## src/rtl/atuador_dampers.sv

```systemverilog
// ============================================================================
// Module   : atuador_dampers
// Purpose  : Per-damper open/close motor sequencer with limit-switch
//            confirmation, travel timeout and latched fault handling.
// Revision : 1.0 - initial release
// ============================================================================
`default_nettype none

module atuador_dampers #(
  parameter int NUM_DAMPERS   = 6,
  parameter int TRAVEL_CYCLES = 1000
) (
  input  logic                   clk,
  input  logic                   rst,
  input  logic [NUM_DAMPERS-1:0] cmdDamper,
  input  logic [NUM_DAMPERS-1:0] fimCursoAberto,
  input  logic [NUM_DAMPERS-1:0] fimCursoFechado,
  input  logic                   ackFalha,
  output logic [NUM_DAMPERS-1:0] motorAbrir,
  output logic [NUM_DAMPERS-1:0] motorFechar,
  output logic [NUM_DAMPERS-1:0] estadoAberto,
  output logic [NUM_DAMPERS-1:0] falhaDamper,
  output logic                   alarmeAtuador
);

  localparam int TW = $clog2(TRAVEL_CYCLES + 1);
  localparam logic [TW-1:0] T_LAST = TW'(TRAVEL_CYCLES - 1);
  localparam logic [TW-1:0] T_MAX  = TW'(TRAVEL_CYCLES);

  localparam logic [2:0] S_FECHADO  = 3'd0;
  localparam logic [2:0] S_ABRINDO  = 3'd1;
  localparam logic [2:0] S_ABERTO   = 3'd2;
  localparam logic [2:0] S_FECHANDO = 3'd3;
  localparam logic [2:0] S_FALHA    = 3'd4;

  for (genvar i = 0; i < NUM_DAMPERS; i++) begin : g_ch
    logic [2:0]    state_q, state_d;
    logic [TW-1:0] timer_q, timer_d;
    logic [TW-1:0] timer_inc;
    logic          cmd, lim_ab, lim_fe;
    logic          out_abrir, out_fechar, out_aberto, out_falha;

    assign cmd    = cmdDamper[i];
    assign lim_ab = fimCursoAberto[i];
    assign lim_fe = fimCursoFechado[i];

    // Saturating increment; the FALHA transition normally fires first.
    assign timer_inc = (timer_q == T_MAX) ? timer_q : timer_q + TW'(1);

    always_ff @(posedge clk or posedge rst) begin
      if (rst) begin
        state_q <= S_FECHADO;
        timer_q <= '0;
      end else begin
        state_q <= state_d;
        timer_q <= timer_d;
      end
    end

    always_comb begin
      state_d = state_q;
      timer_d = timer_q;
      if (lim_ab && lim_fe) begin
        // Contradictory limit switches override every other transition.
        state_d = S_FALHA;
      end else begin
        case (state_q)
          S_FECHADO: begin
            if (cmd) begin
              state_d = S_ABRINDO;
              timer_d = '0;
            end
          end
          S_ABRINDO: begin
            if (lim_ab) begin
              state_d = S_ABERTO;
            end else if (!cmd) begin
              state_d = S_FECHANDO;
              timer_d = '0;
            end else if (timer_q == T_LAST) begin
              state_d = S_FALHA;
            end else begin
              timer_d = timer_inc;
            end
          end
          S_ABERTO: begin
            if (!cmd) begin
              state_d = S_FECHANDO;
              timer_d = '0;
            end
          end
          S_FECHANDO: begin
            if (lim_fe) begin
              state_d = S_FECHADO;
            end else if (cmd) begin
              state_d = S_ABRINDO;
              timer_d = '0;
            end else if (timer_q == T_LAST) begin
              state_d = S_FALHA;
            end else begin
              timer_d = timer_inc;
            end
          end
          S_FALHA: begin
            // On release, anything short of a confirmed closed position is driven shut.
            if (ackFalha) begin
              if (lim_fe && !lim_ab) begin
                state_d = S_FECHADO;
              end else begin
                state_d = S_FECHANDO;
                timer_d = '0;
              end
            end
          end
          default: begin
            state_d = S_FECHADO;
            timer_d = '0;
          end
        endcase
      end
    end

    always_comb begin
      out_abrir  = 1'b0;
      out_fechar = 1'b0;
      out_aberto = 1'b0;
      out_falha  = 1'b0;
      case (state_q)
        S_ABRINDO:  out_abrir  = 1'b1;
        S_ABERTO:   out_aberto = 1'b1;
        S_FECHANDO: out_fechar = 1'b1;
        S_FALHA:    out_falha  = 1'b1;
        default:    out_abrir  = 1'b0;
      endcase
    end

    assign motorAbrir[i]   = out_abrir;
    assign motorFechar[i]  = out_fechar;
    assign estadoAberto[i] = out_aberto;
    assign falhaDamper[i]  = out_falha;
  end

  assign alarmeAtuador = |falhaDamper;

endmodule

`default_nettype wire

```

## config.mk

```make
export PLATFORM = sky130hd
export DESIGN_NAME = atuador_dampers
export DESIGN_NICKNAME = d
export VERILOG_FILES = /design/src/rtl/atuador_dampers.sv
export SDC_FILE = /design/constraint.sdc
export NUM_CORES = 1
export LEC_CHECK = 0
export BUFFER_PORTS_ARGS = -buffer_cell sky130_fd_sc_hd__buf_2
export CAP_MARGIN = 15
export CORE_MARGIN = 1.5
export CORE_UTILIZATION = 55
export CTS_BUF_LIST = sky130_fd_sc_hd__clkbuf_8
export DETAILED_ROUTE_END_ITERATION = 6
export GPL_TIMING_DRIVEN = 0
export PLACE_DENSITY = 0.79
export SYNTH_ARGS = -nofsm -noshare
export SYNTH_HDL_FRONTEND = slang
export SYNTH_SLANG_ARGS = --single-unit
```

## constraint.sdc

```tcl
create_clock -name clk -period 3.3 [get_ports clk]
set_input_delay 0.66 -clock clk [delete_from_list [all_inputs] [get_ports clk]]
set_output_delay 0.66 -clock clk [all_outputs]
set_load 0.02 [all_outputs]
```

After elaboration in Yosys (flattened, before gate mapping). Index checks and enable logic that the tools add are counted.

Flip-flop bits (word level): 78. Bits of input ports: 21.

Add/subtract/negate cells: 6. Equality and inequality tests: 90. Mux-type cells: 156. Bitwise operators: 6. Reductions and logical operators: 37.

Operators with widths (number): 2-to-1 mux 10 bit (60); one-hot mux 10 bit (5 select lines) (6); 2-to-1 mux 3 bit (54); equality test 10 bit (second input constant) (12); one-hot mux 3 bit (5 select lines) (6); != test 2 bit (second input constant) (36); adder 10 x 1 -> 10 bit (second input constant) (6); != test 3 bit (second input constant) (18); AND reduction 7 bit (6); equality test 3 x 2 -> 1 bit (second input constant) (12); 2-to-1 mux 1 bit (24); equality test 3 x 1 -> 1 bit (second input constant) (6); equality test 3 bit (second input constant) (6); logical NOT 3 bit (6); AND reduction 3 bit (6); logical AND 1 bit (12); 2-to-1 mux 2 bit (6); logical NOT 1 bit (6); NOT 1 bit (6); OR reduction 6 bit (1).

Longest topological paths before layout.
Depth after elaboration: 6. Mapped depth: 6.

Least setup slack after synthesis. OpenSTA, ideal clock, no wires.

Path type: in2reg. Start: input fimCursoFechado[0]. End: register g_ch[0].timer_q[7]. Setup time: 83 ps. Arrival time: 1830 ps. Required time: 3217 ps. Setup slack: 1387 ps. Stages: 5. Buffers on the path: 1. Cell sequence: buf_2 or3b_2 a21o_1 or3_1 o21ai_0.

Word-level cells in the longest chain between the ends: 3. Elaborated cells on any way between the ends: 6. Classes of those cells: eq/ne (2); bitwise (1); reduce/logical (3).

Ends and longest elaborated chain: start, declared (RTL line 17) `input logic [NUM_DAMPERS-1:0] fimCursoFechado,`; logical AND 1 bit (on tied branches) (RTL line 107, 63); != test 2 bit (no line) / NOT 1 bit (equally long branches); AND reduction 7 bit (no line) *; end signal, assigned (RTL line 56) `timer_q <= timer_d;`; end, declared (RTL line 38) `logic [TW-1:0] timer_q, timer_d;`.

Mark *: on every way between the ends. The rest lies on a longest branch, timed or not. A chain may end at the register's enable or synchronous reset.

Worst setup path after layout.
Start: register g_ch[2].state_q[1]. End: output alarmeAtuador.

Word-level cells in the longest chain between the ends: 3.

Ends and longest elaborated chain: start, declared (RTL line 37) `logic [2:0] state_q, state_d;`; start signal, assigned (RTL line 55) `state_q <= state_d;`; equality test 3 bit (RTL line 128) `case (state_q)`; 2-to-1 mux 1 bit (RTL line 128); via g_ch[2].out_falha (RTL line 41) `logic out_abrir, out_fechar, out_aberto, out_falha;`; OR reduction 6 bit (RTL line 143) `assign alarmeAtuador = |falhaDamper;`; end, declared (RTL line 23) `output logic alarmeAtuador`.

The timed path passes the listed nets, and every way through them passes these cells.

==> results.toml <==
[yosys]
syn-cell-area_um2 = 6248
synth_edf_count = 0
netlist_top_cells_area = "dfrtp_1 31%, nand3_1 3.3%, buf_4 3.0%"
yosys_warnings = 0
async_flop_share_pct = 100.0
yosysSeqAreaShare_pct = 31.24
synth_ff_type = "dfrtp_1"
syn_avg_cell_area_um2 = 8.571
synthCells = 729
synth_cell_types = 82
yosysTopAreaCell = "dfrtp_1"
synth_nets = 762
synth-seq-cells = 78
netlist.area_leader.share_pct = 31.24

[finish]
fin_cells = 920
finish.utilization_pct = 62.68
syn_to_final_growth_pct = 9.692
layout-drive-gt1-share_pct = 19.36
antenna_cells = 0
finalNetCount = 808

[setup_path]
critPathSlowestCell = "nor3b_1"
crit_end = "alarmeAtuador"
cp_max_fo = 5
crit_path_start = "g_ch[2].state_q[1]"
required_ns = 2.64
timing.rr.end = "g_ch[2].timer_q[2]"
end_kind = "output pin"
max_stage_delay_ns = 0.75
crit_chain = "nor3b_1 > nor2_1 > nand4bb_1 > buf_2"
path_buf_inv = 1
r2r-start = "g_ch[2].state_q[1]"
cp.depth = 4
critPathArrivalTime_ns = 1.98
reg2reg_slack_ns = 1.36
crit_family = "simple AND/OR/NAND/NOR gates"
critPathKind = "register to output pin"
crit_path_start_kind = "register"
rr_worst_depth = 4

[global_routing]
grt_max_degree = 63
first_global_vias = 5488
grt_usage_pct = 26.02
grt_pass1_wl_um = 25270
antenna_found_initial = 0
overflow = 0

[timing]
finalCritPeriodShare_pct = 79.93
timing.fmax_mhz = 379.1
setup_violations = 0
hold_viol = 0
layout_setup_ws_ns = 0.6625
slew_viol_final = 0
fin_crit_ns = 2.638
rsz0062_at_grt = "false"
whs_ns = 0.2215
worstMarginPinSlew_ns = 0.8834
skew_ns = 0.01215
slew_headroom_pct = 40.98

[clock_tree]
clkTransAtPathRegs_ns = 0.09
cts_buffers = 9
clock_sinks = 78
root_buffer = "clkbuf_8"
cts_setup_buffers = 0
htreeDepth = 3
clkLatencyLatePin_ns = 0.37
cts-resized-gates = 0
hold_buffers = 0
cts_max_path_buffers = 2
cts_tree = "done"

[detailed_routing]
drtPass1Iterations = 5
drc = 0
vias = 5931
drt-total-wl_um = 14950
ant_nets = 0
wl_per_cell_um = 16.25
avgViaCountPerCell = 6.447
dr.first_iter.drc_count = 440

[run_status]
outcome = "completed"

[pwr]
power.switching_uw = 1933
seqPwrFrac_pct = 27.4
power.internal_uw = 2503
p_sw_share_pct = 43.57
comb_power_share_pct = 53.4
ir_drop_mv = 0.3869
p_leak_uw = 0.002806
power_density_nw_per_um2 = 647.3
report.power.total_uw = 4437
clockPowerShare_pct = 19.2

[run]
cap_violations = 0

[floorplanning]
die_w_um = 109.6
die_h_um = 109.6
dieArea_um2 = 12010
start_util_pct = 57.14
pin_count = 46
rows = 38
fp.coreArea_um2 = 10940

[placed_design]
dp_cells = 904
port_buffers = 34
gp_routability_congestion = 0.8933
hpwl_um = 10630
pre_cts_ws_ns = 1.042

[worst_hold_path]
min_path_type = "input port to async pin"
[kinds of logic after synthesis]
family	count (synthesis)	synth area share [%]
adders and majority gates	12	2.403
buffers and inverters	104	8.911
AOI/OAI and AO/OA	221	26.91
DFF	78	31.24
and+or+nand+nor	289	26.57
xor gates and xnor gates	7	0.9812
muxes	18	2.983
[worst min path at each step]
stage                       start                 end  slack [ns]  cells after the start
2_1_floorplan  g_ch[5].timer_q[9]  g_ch[5].timer_q[9]        0.45                      1
3_3_place_gp   g_ch[5].timer_q[9]  g_ch[5].timer_q[9]        0.49                      1
3_5_place_dp   g_ch[5].timer_q[9]  g_ch[5].timer_q[9]        0.48                      1
4_1_cts                       rst  g_ch[1].state_q[1]        0.22                      2
5_1_grt                       rst  g_ch[1].state_q[1]        0.24                      2
6_report                      rst  g_ch[1].state_q[1]        0.22                      2
[power by group through the flow]
| stage | sequential, µW | combinational, µW | clock, µW |
|---|---|---|---|
| after floorplan | 1200 | 1850 | 0 |
| after global placement | 1220 | 2250 | 0 |
| after detailed placement | 1230 | 2340 | 0 |
| after CTS | 1210 | 2350 | 866 |
| after global routing | 1240 | 2610 | 907 |
| final | 1220 | 2370 | 852 |
[area by class of cell]
class | instances | area (µm²)
plain buffers | 68 | 421.7
clock buffers | 10 | 137.6
clock inverters | 6 | 92.59
fillers | 928 | 4081
inverters | 36 | 137.6
multi-input cells | 547 | 3740
flip-flops and latches | 78 | 1952
well taps | 140 | 175.2
repair buffers | 35 | 197.7
[state kept, by name, summed over array words and instances (netlist names)]
name          flops
g_ch.state_q     18
g_ch.timer_q     60
[cell usage after synthesis, types with 21 or more instances]
cell type / n
a21oi_1: 23
a31oi_1: 22
buf_2: 26
buf_4: 25
dfrtp_1: 78
inv_1: 36
nand2_1: 43
nand3_1: 41
nand3b_1: 24
nor2_1: 41
nor3_1: 21
o21ai_0: 36
[per-layer routing]
layer | wire length, µm | up-vias | track usage [%] | share of wire, %
li1 | - | 2836 | - | -
met2 | 7176 | 192 | 42.01 | 48
met1 | 6850 | 2881 | 34.81 | 46
met4 | 243 | 0 | 10.67 | 1.6
met3 | 676 | 22 | 4.031 | 4.5
met5 | 0 | - | 0 | 0
[worst reg2reg max path: cells and delay by family, from the launching register on]
family           cells  cell delay [ns]
flip-flops           1             0.43
AND/OR/NAND/NOR      2             1.00
AO/OA/AOI/OAI        2             0.43
[per-stage QoR]
step                      area [µm²]  setup TNS (ns)
final                           6854               0
after global routing            6854               0
after CTS                       6854               0
after detailed placement        6624               0
after global placement          6594          -31.42
after floorplan                 6248               0
[cell usage in the layout, fill, tap and decap left out, types with 13 or more instances in the layout]
master and instances:
a211oi_1 15, a21oi_1 23, a31oi_1 22, and3_1 15
buf_2 60, buf_4 25, dfrtp_1 78, inv_1 35
mux2i_1 13, nand2_1 43, nand2b_1 15, nand3_1 41
nand3b_1 24, nor2_1 41, nor2b_1 15, nor3_1 21
o21ai_0 36, o31ai_1 13
Note: power is estimated with default switching activity, not from simulation.
